`src/rtl/mca_dma_arbiter.sv`:
```
// mca_dma_arbiter: Micro Channel local-bus arbiter that wins the channel for the card's DMA request.
// Ports: clk14/chreset_l clock and async active-low reset; arb_level/arb_en POS level and enable;
// dreq, tc_l, cmd, arb_grant_l asynchronous bus/DSP inputs; arb_in ARB pin values;
// arb_oe/preempt_oe/burst_oe open-drain pull-down enables; dack_l DMA acknowledge; owned status.
// Optional: define MCA_DMA_BURST_EN to hold ownership across transfers (burst mode).
module mca_dma_arbiter #(
  parameter int SYNC_STAGES = 2,
  parameter int SETTLE_CLKS = 4
) (
  input  logic       clk14,
  input  logic       chreset_l,
  input  logic [3:0] arb_level,
  input  logic       arb_en,
  input  logic       dreq,
  input  logic       tc_l,
  input  logic       cmd,
  input  logic       arb_grant_l,
  input  logic [3:0] arb_in,
  output logic [3:0] arb_oe,
  output logic       preempt_oe,
  output logic       burst_oe,
  output logic       dack_l,
  output logic       owned
);
  typedef enum logic [2:0] {IDLE, REQ, ARB, WAIT_GRANT, OWN, RELEASE} state_t;
  localparam int CW = $clog2(SETTLE_CLKS + 1);
  localparam logic [CW-1:0] SETTLE_LOAD = CW'(SETTLE_CLKS);
  // synchronizer word is {dreq, tc_l, cmd, arb_grant_l}, reset to their idle levels
  localparam logic [3:0] SYNC_IDLE = 4'b0111;
  logic [3:0] sync_sr [SYNC_STAGES];
  logic [3:0] arb_q, hit, lost_above, arb_next;
  logic [CW-1:0] settle;
  logic dreq_s, tc_s, cmd_s, grant_s, cmd_d, grant_d, lost;
  logic cmd_rise, grant_rise, grant_fall, xfer_rel, release_trig;
  state_t state;
  assign {dreq_s, tc_s, cmd_s, grant_s} = sync_sr[SYNC_STAGES-1];
  assign cmd_rise = cmd_s & ~cmd_d;
  assign grant_rise = grant_s & ~grant_d;
  assign grant_fall = ~grant_s & grant_d;
`ifdef MCA_DMA_BURST_EN
  localparam logic BURST = 1'b1;
  assign xfer_rel = 1'b0;
`else
  localparam logic BURST = 1'b0;
  assign xfer_rel = cmd_rise;
`endif
  // a higher bit we left undriven (level 1) but found pulled low means a higher-priority competitor
  assign hit = arb_level & ~arb_q;
  assign lost_above = {1'b0, hit[3], |hit[3:2], |hit[3:1]};
  assign arb_next = ~arb_level & ~lost_above;
  // preemption shows up as the bus returning to arbitration while we own it
  assign release_trig = ~dreq_s | (cmd_rise & ~tc_s) | xfer_rel | grant_rise;
  always_ff @(posedge clk14 or negedge chreset_l) begin
    if (!chreset_l) begin
      for (int i = 0; i < SYNC_STAGES; i++) sync_sr[i] <= SYNC_IDLE;
      arb_q <= 4'hF;
      cmd_d <= 1'b1;
      grant_d <= 1'b1;
      lost <= 1'b0;
      settle <= '0;
      state <= IDLE;
      arb_oe <= '0;
      preempt_oe <= 1'b0;
      burst_oe <= 1'b0;
      dack_l <= 1'b1;
      owned <= 1'b0;
    end else begin
      sync_sr[0] <= {dreq, tc_l, cmd, arb_grant_l};
      for (int i = 1; i < SYNC_STAGES; i++) sync_sr[i] <= sync_sr[i-1];
      arb_q <= arb_in;
      cmd_d <= cmd_s;
      grant_d <= grant_s;
      if (!arb_en) begin
        state <= IDLE;
        arb_oe <= '0;
        preempt_oe <= 1'b0;
        burst_oe <= 1'b0;
        dack_l <= 1'b1;
        owned <= 1'b0;
      end else begin
        case (state)
          IDLE: if (dreq_s) begin
            state <= REQ;
            preempt_oe <= 1'b1;
          end
          REQ: if (grant_rise) begin
            state <= ARB;
            lost <= 1'b0;
            settle <= SETTLE_LOAD;
          end
          ARB: begin
            arb_oe <= arb_next;
            settle <= (arb_next != arb_oe) ? SETTLE_LOAD : (settle != '0) ? settle - 1'b1 : settle;
            if (grant_fall) begin
              state <= WAIT_GRANT;
              lost <= (settle != '0);
            end
          end
          WAIT_GRANT: begin
            arb_oe <= '0;
            if (arb_q == arb_level && !lost) begin
              state <= OWN;
              dack_l <= 1'b0;
              owned <= 1'b1;
              preempt_oe <= 1'b0;
              burst_oe <= BURST;
            end else state <= REQ;
          end
          OWN: if (release_trig) begin
            state <= RELEASE;
            dack_l <= 1'b1;
            owned <= 1'b0;
            burst_oe <= 1'b0;
          end
          RELEASE: if (grant_s) begin
            state <= dreq_s ? REQ : IDLE;
            preempt_oe <= dreq_s;
          end
          default: state <= IDLE;
        endcase
      end
    end
  end
endmodule

```
`config.mk`:
```
export PLATFORM = sky130hd
export DESIGN_NAME = mca_dma_arbiter
export DESIGN_NICKNAME = d
export VERILOG_FILES = /design/src/rtl/mca_dma_arbiter.sv
export SDC_FILE = /design/constraint.sdc
export NUM_CORES = 1
export LEC_CHECK = 0
export ABC_CLOCK_PERIOD_IN_PS = 5900
export CORE_AREA = 2 2 51 53
export CTS_BUF_LIST = sky130_fd_sc_hd__clkbuf_8
export DETAILED_ROUTE_END_ITERATION = 10
export DIE_AREA = 0 0 53 55
export PLACE_DENSITY = 0.84
export REMOVE_ABC_BUFFERS = 1
export SLEW_MARGIN = 25
export SYNTH_ARGS = -nofsm -noshare
export SYNTH_HDL_FRONTEND = slang
export SYNTH_SLANG_ARGS = --single-unit
```
`constraint.sdc`:
```
create_clock -name clk14 -period 5.9 [get_ports clk14]
set_clock_uncertainty 0.1 [all_clocks]
set_input_delay 1.18 -clock clk14 [delete_from_list [all_inputs] [get_ports clk14]]
set_output_delay 1.18 -clock clk14 [all_outputs]
set_load 0.01 [all_outputs]
```
==> impl_metrics.ini, run 1 <==
[synthesis]
synth_top_family_by_area = simple AND/OR/NAND/NOR gates
synthesis.area_per_instance_um2 = 10.70
synth-compound-area-share = 0.1575
synth_sequential_area_ratio = 0.5009
synth_top_area_share = 0.2830
synth_area_leaders = sky130_fd_sc_hd__dfrtp_1 (28%), sky130_fd_sc_hd__dfstp_2 (22%), sky130_fd_sc_hd__ha_1 (4.7%)
synth_cell_type_count = 46
synth_xor_area_frac = 0.03962
synth_fa_ha_area_frac = 0.04717
post_synth_design_cell_area_um2 = 1326
syn_inst = 124
synthDominantAreaCellType = sky130_fd_sc_hd__dfrtp_1
synth_mux_area_frac = 0
ys_warn_count = 0
ys_ff_latch = 26
synth-simple-area-share = 0.2066

[clocking]
cts.repair_timing.setup_buffer_count = 0
ctsLongestPathBuffers = 2
cts.reportedPaths.clkPinSlew_ns = 0.08
cts_inserted_buffers = 3
cts_sinks = 26
cts_hold_repair.buffers = 0
worst_skew_pair.late_latency_ns = 0.27
ctsResizeCount = 0
cts_tree = yes
ctsHtreeMaxLevel = 1
cell_at_the_root_of_the_clock_tree = sky130_fd_sc_hd__clkbuf_8

[floorplan]
initial_core_util = 0.5608
io-pin-count = 23
placementRows = 18
design.core.area_um2 = 2365
chipHeight_um = 55
die-area_um2 = 2915
die_x_um = 53

[global_route]
grt_max_degree = 27
grt_pass1_vias = 1006
global_route.usage.total = 0.2101
globalRouteOverflowTotal = 0
grt_pass1_wl_mm = 4.416
grt_antenna_before_repair = 0

[hold_path]
timing.hold.worst.class = reg -> reg

[sta]
timing.final.setup_violations = 0
drv_slew = 0
period_share = 0.5120
worst_slew_margin_rel = 0.6054
fmaxAchievable_mhz = 331.1
layout_min_cycle_time_ns = 3.021
rsz0062_at_grt = false
tns_ns = 0
post-route-worst-setup-slack_ns = 2.879
final-hold-violation-count = 0
slew_at_the_pin_closest_to_its_max_slew_limit_ns = 0.5919

[power_and_ir_drop]
power.density_nw_per_um2 = 309.2
power_mw = 0.4913
worst_ir_drop_vdd_mv = 0.2123
leakage_nw = 0.6644

[cells_and_area]
multiInputGateArea_um2 = 601.8
regArea_um2 = 664.4
final_nets = 164
fillCellCount = 181
antenna_cells = 0
stdcell_area_um2 = 1589
final_core_util = 0.6720
drive_gt1_frac = 0.1329
growth_of_design_area_from_synthesis_to_finish_pct = 19.81

[drt]
drt.antenna.violating_nets = 0
drt_iter0_markers = 12
first_pass_iters = 4
route.detailed.wl_per_inst_um = 14.76
total_wire_length_mm = 2.553
post-route-drc-count = 0
detailroute.via_count = 962
routed_via_density = 5.561

[critical_path]
arrival_ns = 3.11
critical_path_required_ns = 5.99
cp-end-kind = flip-flop
timing.critical_path.from_type = primary input
critical_path.max_fanout = 4
setup.worst_path.class = in -> reg

[run_status]
status = complete, no violations

[job]
drv_cap = 0

[place]
gp_congestion = 0.7710
detailed_place_hpwl_mm = 1.850
numPortBuffers = 20
pre_cts_slack_ns = 2.590
dpl_cell_area_um2 = 1534
==> logic make-up after synthesis <==
family	count (synthesis)
and+or+nand+nor	46
AOI/OAI and AO/OA	28
DFF	26
buffers and inverters	12
xor gates and xnor gates	6
adders and majority gates	5
other	1
==> per-layer routing <==
layer	global-route usage	vias up	share of wire	wire, um
met4	0.09829	0	0.018	47
met2	0.3833	21	0.51	1309
met5	0	-	0	0
met1	0.2400	468	0.43	1109
met3	0.03763	6	0.034	87
li1	-	467	-	-
==> power by group <==
| group | total [mW] | switching, mW | internal [mW] |
|---|---|---|---|
| clock network | 0.113 | 0.0536 | 0.0596 |
| registers | 0.242 | 0.0358 | 0.206 |
| logic | 0.136 | 0.0664 | 0.0697 |
| total | 0.491 | 0.156 | 0.335 |
==> sequential cells by signal, indices dropped and copies added (netlist names) <==
register	count
sync_sr	3
grant_s	1
cmd_d	1
arb_oe	4
cmd_s	1
state	3
dreq_s	1
lost	1
owned	1
settle	3
dack_l	1
grant_d	1
preempt_oe	1
arb_q	4
==> metrics by stage <==
| stage | cells | hold WS (ns) |
|---|---|---|
| after floorplan | 118 | 0.2312 |
| after global placement | 169 | 0.2349 |
| after detailed placement | 169 | 0.2410 |
| after CTS | 173 | 0.2616 |
| after global routing | 173 | 0.2676 |
| final | 173 | 0.2551 |
==> final cells by class <==
type,count,share of cell area
Sequential cell,26,0.4181
Timing Repair Buffer,21,0.1307
Multi-Input combinational cell,86,0.3787
Tap cell,30,0.02362
Clock buffer,4,0.03465
Inverter,6,0.01417
==> Yosys cell counts (all sizes together) <==
library cell	number
dfstp	11
nor3b	1
buf	5
o31ai	2
xnor2	3
nor2b	9
a21oi	6
nor2	7
a211o	1
and3	1
and3b	2
o21ai	4
a21o	1
or3	1
xor2	3
a22o	3
and2	1
o311ai	2
nand2	6
nand2b	5
a21boi	2
and2b	2
dfrtp	15
nor4	1
ha	5
nand3b	2
or2b	1
nand4b	1
o32ai	1
a31oi	1
inv	6
nor3	2
nand4	1
o31a	1
clkbuf	1
o32a	1
o22a	1
conb	1
nand3	3
a22oi	2
==> layout by cell type (no fill, tap or decap), types with 2 or more instances in the layout <==
| cell type | count |
|---|---|
| sky130_fd_sc_hd__nor2_1 | 7 |
| sky130_fd_sc_hd__a22oi_1 | 2 |
| sky130_fd_sc_hd__nand2_1 | 6 |
| sky130_fd_sc_hd__xnor2_1 | 3 |
| sky130_fd_sc_hd__clkbuf_8 | 4 |
| sky130_fd_sc_hd__ha_1 | 5 |
| sky130_fd_sc_hd__a21boi_0 | 2 |
| sky130_fd_sc_hd__dfstp_2 | 11 |
| sky130_fd_sc_hd__nor3_1 | 2 |
| sky130_fd_sc_hd__inv_1 | 6 |
| sky130_fd_sc_hd__nand3_1 | 3 |
| sky130_fd_sc_hd__clkdlybuf4s50_1 | 20 |
| sky130_fd_sc_hd__and2b_1 | 2 |
| sky130_fd_sc_hd__a22o_1 | 3 |
| sky130_fd_sc_hd__o31ai_1 | 2 |
| sky130_fd_sc_hd__nor2b_1 | 9 |
| sky130_fd_sc_hd__xor2_1 | 3 |
| sky130_fd_sc_hd__a21oi_1 | 6 |
| sky130_fd_sc_hd__nand2b_1 | 5 |
| sky130_fd_sc_hd__dfrtp_1 | 15 |
| sky130_fd_sc_hd__o21ai_0 | 2 |
| sky130_fd_sc_hd__nand3b_1 | 2 |
==> path summary, 6_finish.rpt <==
kind,startpoint,endpoint,slack (ns),cells past startpoint
worst max-delay path,arb_level[3],settle[0]$_DFFE_PN0P_,2.88,7
worst min-delay path,sync_sr[7]$_DFF_PN0_,dreq_s$_DFF_PN0_,0.26,0
worst max register to register,arb_q[3]$_DFF_PN1_,settle[0]$_DFFE_PN0P_,3.78,7
worst min register to register,sync_sr[7]$_DFF_PN0_,dreq_s$_DFF_PN0_,0.26,0
max in group asynchronous,chreset_l,sync_sr[4]$_DFF_PN1_,4.25,2
min in group asynchronous,chreset_l,state[2]$_DFFE_PN0P_,1.16,2
==> critical path, stage by stage <==
cell and delay, ns:
sky130_fd_sc_hd__clkdlybuf4s50_1 0.48, sky130_fd_sc_hd__ha_1 0.28, sky130_fd_sc_hd__nor4_2 0.34, sky130_fd_sc_hd__xnor2_1 0.16, sky130_fd_sc_hd__nand4_1 0.20, sky130_fd_sc_hd__or3_1 0.39, sky130_fd_sc_hd__o21ai_1 0.09
(Power assumes the default switching activity.)
==> run 2, diff against run 1 <==
- ABC_CLOCK_PERIOD_IN_PS: 5900 -> 3000
- CORE_AREA: 2 2 51 53 -> 2 2 53 55
- DIE_AREA: 0 0 53 55 -> 0 0 55 57
- PLACE_DENSITY: 0.84 -> 0.79
- clock period: 5.9 -> 3 ns (I/O delays scaled with it)
==> impl_metrics.ini, run 2 (synthesized netlist as in run 1, its figures left out) <==
[sta]
tns_ns = 0
layout_min_cycle_time_ns = 2.431
fmaxAchievable_mhz = 411.3
worst_slew_margin_rel = 0.6086
slew_at_the_pin_closest_to_its_max_slew_limit_ns = 0.5871
timing.final.setup_violations = 0
drv_slew = 0
final-hold-violation-count = 0
post-route-worst-setup-slack_ns = 0.5690
period_share = 0.8103
rsz0062_at_grt = false

[cells_and_area]
final_core_util = 0.6144
layout.cells.most_common = sky130_fd_sc_hd__clkdlybuf4s50_1
antenna_cells = 0
final_nets = 164
mostFrequentLayoutCells = sky130_fd_sc_hd__clkdlybuf4s50_1 (20), sky130_fd_sc_hd__dfrtp_1 (15), sky130_fd_sc_hd__dfstp_2 (11), sky130_fd_sc_hd__nor2b_1 (9), sky130_fd_sc_hd__nor2_1 (7)
reg.largest.list = arb_oe: 4 flops, arb_q: 4 flops
stdcell_area_um2 = 1607
growth_of_design_area_from_synthesis_to_finish_pct = 21.13
drive_gt1_frac = 0.1329

[drt]
detailroute.via_count = 950
route.detailed.wl_per_inst_um = 14.27
post-route-drc-count = 0
routed_via_density = 5.460
drt_iter0_markers = 14
total_wire_length_mm = 2.483
first_pass_iters = 4
drt.antenna.violating_nets = 0

[floorplan]
io-pin-count = 23
placementRows = 19
chipHeight_um = 57
initial_core_util = 0.5072
die_x_um = 55
design.core.area_um2 = 2615
die-area_um2 = 3135

[critical_path]
critical-path-slowest-cell = sky130_fd_sc_hd__clkdlybuf4s50_1
arrival_ns = 2.49
timing.critical_path.from_type = primary input
cp-startpoint = arb_level[3]
critical_path_required_ns = 3.06
critical_path.max_fanout = 4
worstPathCellList = clkdlybuf4s50_1 > ha_1 > nor4_2 > xnor2_1 > nand4_1 > o31a_1 > o32ai_1
setup.worst_path.class = in -> reg
timing.rr.end = settle[1]$_DFFE_PN0P_
rr_worst_depth = 7
r2r_start = arb_q[3]$_DFF_PN1_
ff2ff_setup_slack_ns = 0.87
cp_slowest_stage_delay_ns = 0.47
cp-end-kind = flip-flop
worst_setup_path_endpoint = settle[1]$_DFFE_PN0P_

[global_route]
grt_antenna_before_repair = 0
grt_pass1_vias = 970
globalRouteOverflowTotal = 0
grt_max_degree = 27
grt_pass1_wl_mm = 4.257
global_route.usage.total = 0.1849

[clocking]
ctsLongestPathBuffers = 2
ctsHtreeMaxLevel = 1
cts_inserted_buffers = 3
worst_skew_pair.late_latency_ns = 0.27
cts_sinks = 26
cts.repair_timing.setup_buffer_count = 0
cts_hold_repair.buffers = 0
cts_tree = yes
cell_at_the_root_of_the_clock_tree = sky130_fd_sc_hd__clkbuf_8
ctsResizeCount = 0
cts.reportedPaths.clkPinSlew_ns = 0.09

[power_and_ir_drop]
power.density_nw_per_um2 = 645.4
netSwitchingFraction = 0.3029
power.share.sequential = 0.456
p_int_mw = 0.7229
power.net_switching_mw = 0.3141
comb_power_share = 0.265
leakage_nw = 0.6714
p_clk_frac = 0.279
worst_ir_drop_vdd_mv = 0.5235

[hold_path]
worst_hold_start = sync_sr[4]$_DFF_PN1_
timing.hold.worst.class = reg -> reg

[run_status]
status = complete, no violations

[job]
drv_cap = 0

[place]
detailed_place_hpwl_mm = 1.867
pre_cts_slack_ns = 0.2872
gp_congestion = 0.7647
numPortBuffers = 20
dpl_cell_area_um2 = 1535
-- run 2: cell count changes in the layout (fill, tap and decap cells not counted), sizes merged --
cell	delta
bufinv	+1
clkbuf	-1
-- run 2: layout make-up --
| cell class | count | area, um^2 |
|---|---|---|
| fill | 224 | 1008 |
| tap | 31 | 38.79 |
| clock inverter | 1 | 30.03 |
| timing repair buffer | 21 | 207.7 |
| clock buffer | 3 | 41.29 |
| multi-input combinational | 86 | 601.8 |
| inverter | 6 | 22.52 |
| sequential | 26 | 664.4 |
-- run 2: power by group through the flow --
stage | clock network (mW) | logic, mW | registers, mW
floorplan | 0 | 0.184 | 0.464
global placement | 0 | 0.252 | 0.475
detailed placement | 0 | 0.273 | 0.478
CTS | 0.296 | 0.276 | 0.473
global route | 0.308 | 0.306 | 0.484
finish | 0.290 | 0.275 | 0.473
-- run 2: worst min path at each step --
stage | endpoint | cells after the start
2_1_floorplan | arb_oe[0]$_DFFE_PN0P_ | 0
3_3_place_gp | dreq_s$_DFF_PN0_ | 0
3_5_place_dp | grant_s$_DFF_PN1_ | 0
4_1_cts | grant_s$_DFF_PN1_ | 0
5_1_grt | cmd_s$_DFF_PN1_ | 0
6_report | grant_s$_DFF_PN1_ | 0
-- run 2: critical path, delay by kind of cell --
| family | cells | cell delay [ns] |
|---|---|---|
| compound gates | 2 | 0.46 |
| fa+ha+maj | 1 | 0.27 |
| xor+xnor | 1 | 0.16 |
| buf+inv | 1 | 0.47 |
| simple gates | 2 | 0.53 |
-- run 2: per-stage QoR --
stage	std cells	power, mW	hold slack, ns
floorplan	118	0.6480	0.2044
global placement	170	0.7270	0.2348
detailed placement	170	0.7513	0.2488
CTS	174	1.045	0.2620
global route	174	1.099	0.2713
finish	174	1.037	0.2603
-- run 2: routing by layer --
layer	routed length (um)	vias to the layer above	track usage
li1	-	469	-
met1	1151	462	0.2431
met2	1245	17	0.3095
met3	63	2	0.03141
met4	23	0	0.05226
met5	0	-	0
==> run 3, diff against run 2 <==
- ABC_CLOCK_PERIOD_IN_PS: 3000 -> 2300
- clock period: 3 -> 2.3 ns (I/O delays scaled with it)
==> impl_metrics.ini, run 3 (synthesized netlist as in run 1, its figures left out) <==
[run_status]
status = complete, no violations

[floorplan]
initial_core_util = 0.5072
io-pin-count = 23
design.core.area_um2 = 2615
die-area_um2 = 3135
die_x_um = 55
chipHeight_um = 57
placementRows = 19

[clocking]
ctsLongestPathBuffers = 2
cts_sinks = 26
cts.repair_timing.setup_buffer_count = 0
cts_hold_repair.buffers = 0
worst_skew_pair.late_latency_ns = 0.28
cts_tree = yes
cts_inserted_buffers = 3
cts.reportedPaths.clkPinSlew_ns = 0.08
cell_at_the_root_of_the_clock_tree = sky130_fd_sc_hd__clkbuf_8
ctsHtreeMaxLevel = 1

[sta]
timing.final.setup_violations = 0
whs_ns = 0.2552
post-route-worst-setup-slack_ns = 0.1057
final-hold-violation-count = 0
layout_min_cycle_time_ns = 2.194
fmaxAchievable_mhz = 455.7
period_share = 0.9541
tns_ns = 0
drv_slew = 0
rsz0062_at_grt = false

[critical_path]
worstPathCellList = clkdlybuf4s50_1 > ha_1 > nor4_4 > xnor2_1 > nand4_1 > buf_4 > o32ai_1
cp-end-kind = flip-flop
cp_slowest_stage_delay_ns = 0.43
setup.worst_path.class = in -> reg
rr_worst_depth = 7
cp_top_family = buffers and inverters
critical_path_required_ns = 2.37
critPathBufInv = 2
critical-path-slowest-cell = sky130_fd_sc_hd__clkdlybuf4s50_1
critical_path.max_fanout = 3
arrival_ns = 2.26
cp.depth = 7
timing.critical_path.from_type = primary input

[drt]
total_wire_length_mm = 2.489
route.detailed.wl_per_inst_um = 13.98
post-route-drc-count = 0
detailroute.via_count = 991
routed_via_density = 5.567
drt.antenna.violating_nets = 0
first_pass_iters = 4
drt_iter0_markers = 21

[cells_and_area]
growth_of_design_area_from_synthesis_to_finish_pct = 23.21
layout.cells.most_common = sky130_fd_sc_hd__clkdlybuf4s50_1
fillCellCount = 214
mostFrequentLayoutCells = sky130_fd_sc_hd__clkdlybuf4s50_1 (20), sky130_fd_sc_hd__dfrtp_1 (15), sky130_fd_sc_hd__dfstp_2 (11), sky130_fd_sc_hd__nor2b_1 (9), sky130_fd_sc_hd__nor2_1 (7)
stdcell_area_um2 = 1634
antenna_cells = 0
final_core_util = 0.6249
instances_no_fill = 178
drive_gt1_frac = 0.1633
reg.largest.list = arb_oe: 4 flops, arb_q: 4 flops
final_nets = 168

[place]
dpl_cell_area_um2 = 1565
detailed_place_hpwl_mm = 1.872
pre_cts_slack_ns = -0.2261
numPortBuffers = 20
gp_congestion = 0.7747
post_placement_cell_count = 174

[global_route]
grt_max_degree = 27
grt_pass1_wl_mm = 4.243
global_route.usage.total = 0.1858
grt_pass1_vias = 990
grt_antenna_before_repair = 0
globalRouteOverflowTotal = 0

[job]
drv_cap = 0

[hold_path]
timing.hold.worst.class = reg -> reg
number_of_cells_on_the_worst_hold_path = 0

[power_and_ir_drop]
power_mw = 1.287
power.density_nw_per_um2 = 787.7
leakage_nw = 0.6869
worst_ir_drop_vdd_mv = 0.5415
## run 3: layout make-up
cell class / count / area, um^2 / share of cell area
flip-flops and latches: 26 / 664.4 / 0.4066
multi-input cells: 86 / 615.6 / 0.3767
repair buffers: 25 / 237.7 / 0.1455
clock buffers: 4 / 55.05 / 0.03369
well taps: 31 / 38.79 / 0.02374
inverters: 6 / 22.52 / 0.01378
## run 3: path summary, 6_finish.rpt
path / to / slack [ns] / start
min in group asynchronous: owned$_DFFE_PN0P_ / 0.44 / chreset_l
max in group asynchronous: grant_d$_DFF_PN1_ / 1.37 / chreset_l
max reg2reg: settle[1]$_DFFE_PN0P_ / 0.19 / arb_q[3]$_DFF_PN1_
min: dreq_s$_DFF_PN0_ / 0.26 / sync_sr[7]$_DFF_PN0_
max: settle[1]$_DFFE_PN0P_ / 0.11 / arb_level[2]
min reg2reg: dreq_s$_DFF_PN0_ / 0.26 / sync_sr[7]$_DFF_PN0_
## run 3: power breakdown
group | switching (mW) | internal (mW)
registers | 0.0675 | 0.529
clock network | 0.143 | 0.153
logic | 0.197 | 0.197
## run 3: timing repair
| action | 4_1_cts | 5_1_grt |
|---|---|---|
| setup endpoints to repair | 0 | 1 |
| endpoints found under the hold margin | 0 | 0 |
| gates resized for setup | 0 | 2 |
## run 3: routing by layer
| metal | vias to the layer above | global-route usage | wire (um) |
|---|---|---|---|
| met1 | 489 | 0.2422 | 1082 |
| met4 | 0 | 0.06272 | 43 |
| met2 | 20 | 0.3027 | 1277 |
| met3 | 2 | 0.03927 | 84 |
| met5 | - | 0 | 0 |
| li1 | 480 | - | - |
